==> config.mk <==
export PLATFORM = sky130hd
export DESIGN_NAME = pulse_event_arbiter
export DESIGN_NICKNAME = d
export VERILOG_FILES = /design/src/rtl/pulse_event_arbiter.sv
export SDC_FILE = /design/constraint.sdc
export NUM_CORES = 1
export LEC_CHECK = 0
export CORE_ASPECT_RATIO = 1.5
export CORE_UTILIZATION = 30
export CTS_BUF_LIST = sky130_fd_sc_hd__clkbuf_4
export CTS_CLUSTER_SIZE = 25
export DETAILED_ROUTE_END_ITERATION = 10
export DONT_BUFFER_PORTS = 1
export MAX_ROUTING_LAYER = met4
export PLACE_DENSITY = 0.5
export SLEW_MARGIN = 25
export SYNTH_ARGS = -nofsm -noshare
export SYNTH_HDL_FRONTEND = slang
export SYNTH_SLANG_ARGS = --single-unit
==> constraint.sdc <==
create_clock -name clk -period 2.2 [get_ports clk]
set_clock_uncertainty 0.2 [all_clocks]
set_input_delay 0.55 -clock clk [delete_from_list [all_inputs] [get_ports clk]]
set_output_delay 0.55 -clock clk [all_outputs]
set_load 0.02 [all_outputs]
==> src/rtl/pulse_event_arbiter.sv <==
// Rising-edge event collector: one pending slot per channel, one shared
// valid/ready output granted round-robin starting after the last winner.
module pulse_event_arbiter #(
  parameter int N_CH = 4,
  parameter int ID_W = 2
) (
  input  logic            clk,
  input  logic            reset_n,
  input  logic [N_CH-1:0] x_in,
  input  logic [N_CH-1:0] ch_en,
  input  logic            ovf_clr,
  input  logic            evt_ready,
  output logic            evt_valid,
  output logic [ID_W-1:0] evt_id,
  output logic [N_CH-1:0] ovf,
  output logic            busy
);

  logic [N_CH-1:0] prev_reg;
  logic [N_CH-1:0] pend_reg;
  logic [N_CH-1:0] ovf_reg;
  logic [ID_W-1:0] rr_ptr_reg;
  logic            evt_valid_reg;
  logic [ID_W-1:0] evt_id_reg;

  logic [N_CH-1:0] edge_det;
  logic [N_CH-1:0] load_mask;
  logic [N_CH-1:0] ovf_new;
  logic [N_CH-1:0] pend_next;
  logic [N_CH-1:0] ovf_next;
  logic            slot_free;
  logic            load;
  logic            sel_found;
  logic [ID_W-1:0] sel_id;
  int              idx;

  assign slot_free = ~evt_valid_reg | evt_ready;
  assign load      = slot_free & sel_found;

  // Search order starts one past the last granted channel and wraps at N_CH.
  always_comb begin
    sel_found = 1'b0;
    sel_id    = '0;
    idx       = 0;
    for (int k = 1; k <= N_CH; k++) begin
      idx = (int'(rr_ptr_reg) + k) % N_CH;
      if (!sel_found && pend_reg[idx[ID_W-1:0]]) begin
        sel_found = 1'b1;
        sel_id    = idx[ID_W-1:0];
      end
    end
  end

  // A fresh edge on the channel being loaded re-arms pend rather than overflowing.
  for (genvar gi = 0; gi < N_CH; gi++) begin : g_ch
    assign edge_det[gi]  = x_in[gi] & ~prev_reg[gi] & ch_en[gi];
    assign load_mask[gi] = load & (sel_id == ID_W'(gi));
    assign ovf_new[gi]   = edge_det[gi] & pend_reg[gi] & ~load_mask[gi];
    assign pend_next[gi] = (pend_reg[gi] & ~load_mask[gi]) | edge_det[gi];
    assign ovf_next[gi]  = (ovf_reg[gi] & ~ovf_clr) | ovf_new[gi];
  end

  always_ff @(posedge clk or negedge reset_n) begin
    if (!reset_n) begin
      prev_reg      <= '1;
      pend_reg      <= '0;
      ovf_reg       <= '0;
      rr_ptr_reg    <= ID_W'(N_CH - 1);
      evt_valid_reg <= 1'b0;
      evt_id_reg    <= '0;
    end else begin
      prev_reg <= x_in;
      pend_reg <= pend_next;
      ovf_reg  <= ovf_next;
      if (slot_free) begin
        evt_valid_reg <= sel_found;
        if (sel_found) begin
          evt_id_reg <= sel_id;
          rr_ptr_reg <= sel_id;
        end
      end
    end
  end

  assign evt_valid = evt_valid_reg;
  assign evt_id    = evt_id_reg;
  assign ovf       = ovf_reg;
  assign busy      = (|pend_reg) | evt_valid_reg;

endmodule

# After elaboration in Yosys (flattened, before gate mapping)
# Cells that the tools add are included.
dict set report totals {
  regBits 17
  in_bits 12
}
dict set report op_classes {
  eq_ne 3
  reduce_logical 9
  n_lt_le_gt_ge 4
  bitwise 49
  addsub 4
  mux 16
}
# cell n
set ops {}
lappend ops {{$and A1 B1 Y1} 29}
lappend ops {{$lt A2 B3 Y1 const B} 4}
lappend ops {{$not A1 Y1} 10}
lappend ops {{$or A1 B1 Y1} 10}
lappend ops {{$bmux W1 S2} 4}
lappend ops {{$mux W1} 8}
lappend ops {{$mux W2} 4}
lappend ops {{$add A2 B1 Y2 const B} 2}
lappend ops {{$add A2 B2 Y2 const B} 2}
lappend ops {{$eq A2 B2 Y1 const B} 2}
lappend ops {{$reduce_or A4 Y1} 1}
lappend ops {{$logic_and A1 B1 Y1} 3}
lappend ops {{$logic_not A1 Y1} 3}
lappend ops {{$eq A2 B1 Y1 const B} 1}
lappend ops {{$logic_not A2 Y1} 1}
lappend ops {{$reduce_and A2 Y1} 1}

# Depth between registers and ports, before layout
dict set report depth {
  ltp_word 18
  ltp_mapped 5
  ltp_nobuf 4
}

# Least setup slack after synthesis
# Ideal clock, no wire load.
dict set report synth_path {
  path_type {reg-to-output}
  startpoint {register pend_reg[3]}
  endpoint {output port busy}
  n_path_buf 0
  path_slack_ns 0.395
  arrival_time_ns 1.055
  path_stages_with_launch 3
  path_cell_list {dfrtp_1 nor4_1 nand2b_1}
}
dict set report synth_via {
  elab_chain_cells 2
}
# element line_no
set synth_rtl {}
lappend synth_rtl {{start: declaration} 20} ;# logic [N_CH-1:0] pend_reg;
lappend synth_rtl {{start signal: assignment} 73} ;# pend_reg <= pend_next;
lappend synth_rtl {{$reduce_or A4 Y1} 88} ;# assign busy = (|pend_reg) | evt_valid_reg;
lappend synth_rtl {{$or A1 B1 Y1} 88}
lappend synth_rtl {{end: declaration} 16} ;# output logic busy
# Every way passes these cells.

# Worst setup path after layout
# Ends and elaborated chain as after synthesis.

==> results.cfg <==
[die]
die_x_um = 43.8
core-area_um2 = 2480
std_cell_rows = 22
die_h_um = 64.7
die_area_um2 = 2840
start_util = 0.318
ioPinCount = 20

[timing]
slew_headroom = 0.477
max_clock_freq_mhz = 475
hold_viol = 0
worstMarginPinSlew_ns = 0.782
finalCritPeriodShare = 0.957
fin_crit_ns = 2.10
rsz0062_at_grt = no
hold_slack_ns = 0.0363
setup_viol = 0
slew_violations = 0
fin_tns_setup_ns = 0

[synthesis]
yosysTopAreaCell = dfrtp_1
syn_nets = 87
synth_top_area_share = 0.350
syn_inst = 75
syn_area_per_cell_um2 = 10.5
synthTopCellsByArea = dfrtp_1 (35%), dfstp_2 (20%), a21oi_1 (3.8%), nor2_1 (3.8%), o22ai_1 (3.2%)
synth_warnings = 0
ys_seq_area_frac = 0.550
synth_area_um2 = 787
synth.ff_latch_count = 17
yosysUniqueCellTypes = 28

[run_status]
outcome = finished, violations left
violations = design-rule violations

[setup_path]
critical_path_required_ns = 1.45
worstSetupStartpoint = pend_reg[3]
r2r-start = pend_reg[0]
r2r-end = pend_reg[3]
cp-start-kind = flop
crit_type = flop to primary output
r2r_cells = 4
cp-end-kind = primary output
crit_arrival_ns = 1.35
rrSetupSlack_ns = 0.31
cp_max_fo = 6
worstSetupEndpoint = busy

[drt]
dr.pass1.iters = 7
drt-total-wl_mm = 1.60
postRouteAntennaNets = 0
via_per_inst = 5.63
vias = 580
dr.first_iter.drc_count = 9
routedWlPerCell_um = 15.5
drc_errors = 1

[pwr]
vdd_ir_drop_max_uv = 542
p_per_area_nw_per_um2 = 1430
leakage_nw = 0.364

[run]
drv_cap = 0

[global_route]
grt_pass1_vias = 628
antenna_found_initial = 0
grt_first_pass_wirelength_mm = 2.84
grt_use_met3 = 0.0334
met2_usage = 0.235
grtUsageTotal = 0.141
grt.overflow.total = 0
top_usage_layer = met2
grt_max_degree = 18
use_met1 = 0.150

[worst_hold_path]
min_path_type = primary input to flop

[layout]
antenna_cells = 0
fill_cells = 267
area_growth_pct = 10.2
finalInstanceArea_um2 = 867
num-nets-final = 92
most-common-layout-cells = dfrtp_1 (11), nor2_1 (8), a21oi_1 (6), dfstp_2 (6), nand2_1 (5)
final_common_cell = dfrtp_1
drive_above_1_share = 0.190

[clock_tree]
cts_post_setup_buffers_inserted = 0
tritoncts = built
cts.clk_slew.worst_paths_ns = 0.10
cts-root-buf = clkbuf_4
cts_max_level = 1
numCtsBuffers = 3
cts_sinks = 17
cts_buffer_depth = 2
clk_latency_ns = 0.29

[placed_design]
place.port_buffers = 0
gp_congestion = 0.821
dpl-instance-area_um2 = 812
hpwl_mm = 1.17
[timing repair]
item,CTS,global route
endpoints found under the setup margin,1,0
gates resized for setup,2,0
hold endpoints to repair,17,0
hold buffers,1,0
[how the worst min path moves through the flow]
stage	startpoint	endpoint	slack (ns)	depth (start not counted)
floorplan	reset_n	evt_id[0]	0.05	0
global route	x_in[3]	prev_reg[3]	0.02	0
CTS	x_in[2]	prev_reg[2]	0.03	0
detailed placement	reset_n	evt_id[1]	0.05	0
global placement	reset_n	evt_id[1]	0.05	0
finish	x_in[2]	prev_reg[2]	0.04	0
[cell families after synthesis]
family,count (synthesis),synth area share
AND/OR/NAND/NOR,32,0.221
buffers and inverters,5,0.0254
AO/OA/AOI/OAI,21,0.203
flip-flops,17,0.550
[synthesized netlist by cell type (all sizes together)]
cell type,number
o221a,1
a311oi,2
or3,2
nor3,3
o22ai,4
inv,4
or2b,2
a21o,3
dfrtp,11
and3,1
nor2b,2
or2,1
or3b,1
a21oi,6
o221ai,1
dfstp,6
nand2b,3
o21bai,1
buf,1
and2b,2
nor2,8
and3b,1
o211ai,1
nor4,1
nand2,5
o21ai,2
[final cells by class]
| class | count | area [µm²] | share of cell area |
|---|---|---|---|
| clock buffer | 4 | 30.0 | 0.0346 |
| inverter | 4 | 15.0 | 0.0173 |
| multi-input combinational | 53 | 349 | 0.403 |
| sequential | 17 | 433 | 0.499 |
| tap | 24 | 30.0 | 0.0346 |
| timing repair buffer | 1 | 10.0 | 0.0115 |
[metrics by stage]
stage	setup slack (ns)	total power [W]	utilization	std cells
2_1_floorplan	0.395	0.000946	-	75
3_3_place_gp	0.263	0.00103	0.328	98
3_5_place_dp	0.154	0.00103	0.328	98
4_1_cts	0.0587	0.00126	0.350	103
5_1_grt	0.0304	0.00134	0.350	103
6_report	0.0957	0.00124	0.350	103
[routing by layer]
| layer | wire [µm] | share of wire |
|---|---|---|
| met5 | 0 | 0 |
| met4 | 27 | 0.017 |
| met3 | 54 | 0.034 |
| met2 | 845 | 0.53 |
| met1 | 672 | 0.42 |
[where the power goes]
part	total [W]	internal, W	switching [W]
Sequential	0.000607	0.000430	0.000177
Clock	0.000185	0.0000829	0.000102
Combinational	0.000452	0.000209	0.000244
Total	0.00124	0.000721	0.000523
[critical path, stage by stage, from the launching register on]
cell and delay (ns):
dfrtp_1 0.48, nor4_4 0.37, nand2b_1 0.21
Power figures use the tool's default switching activity.
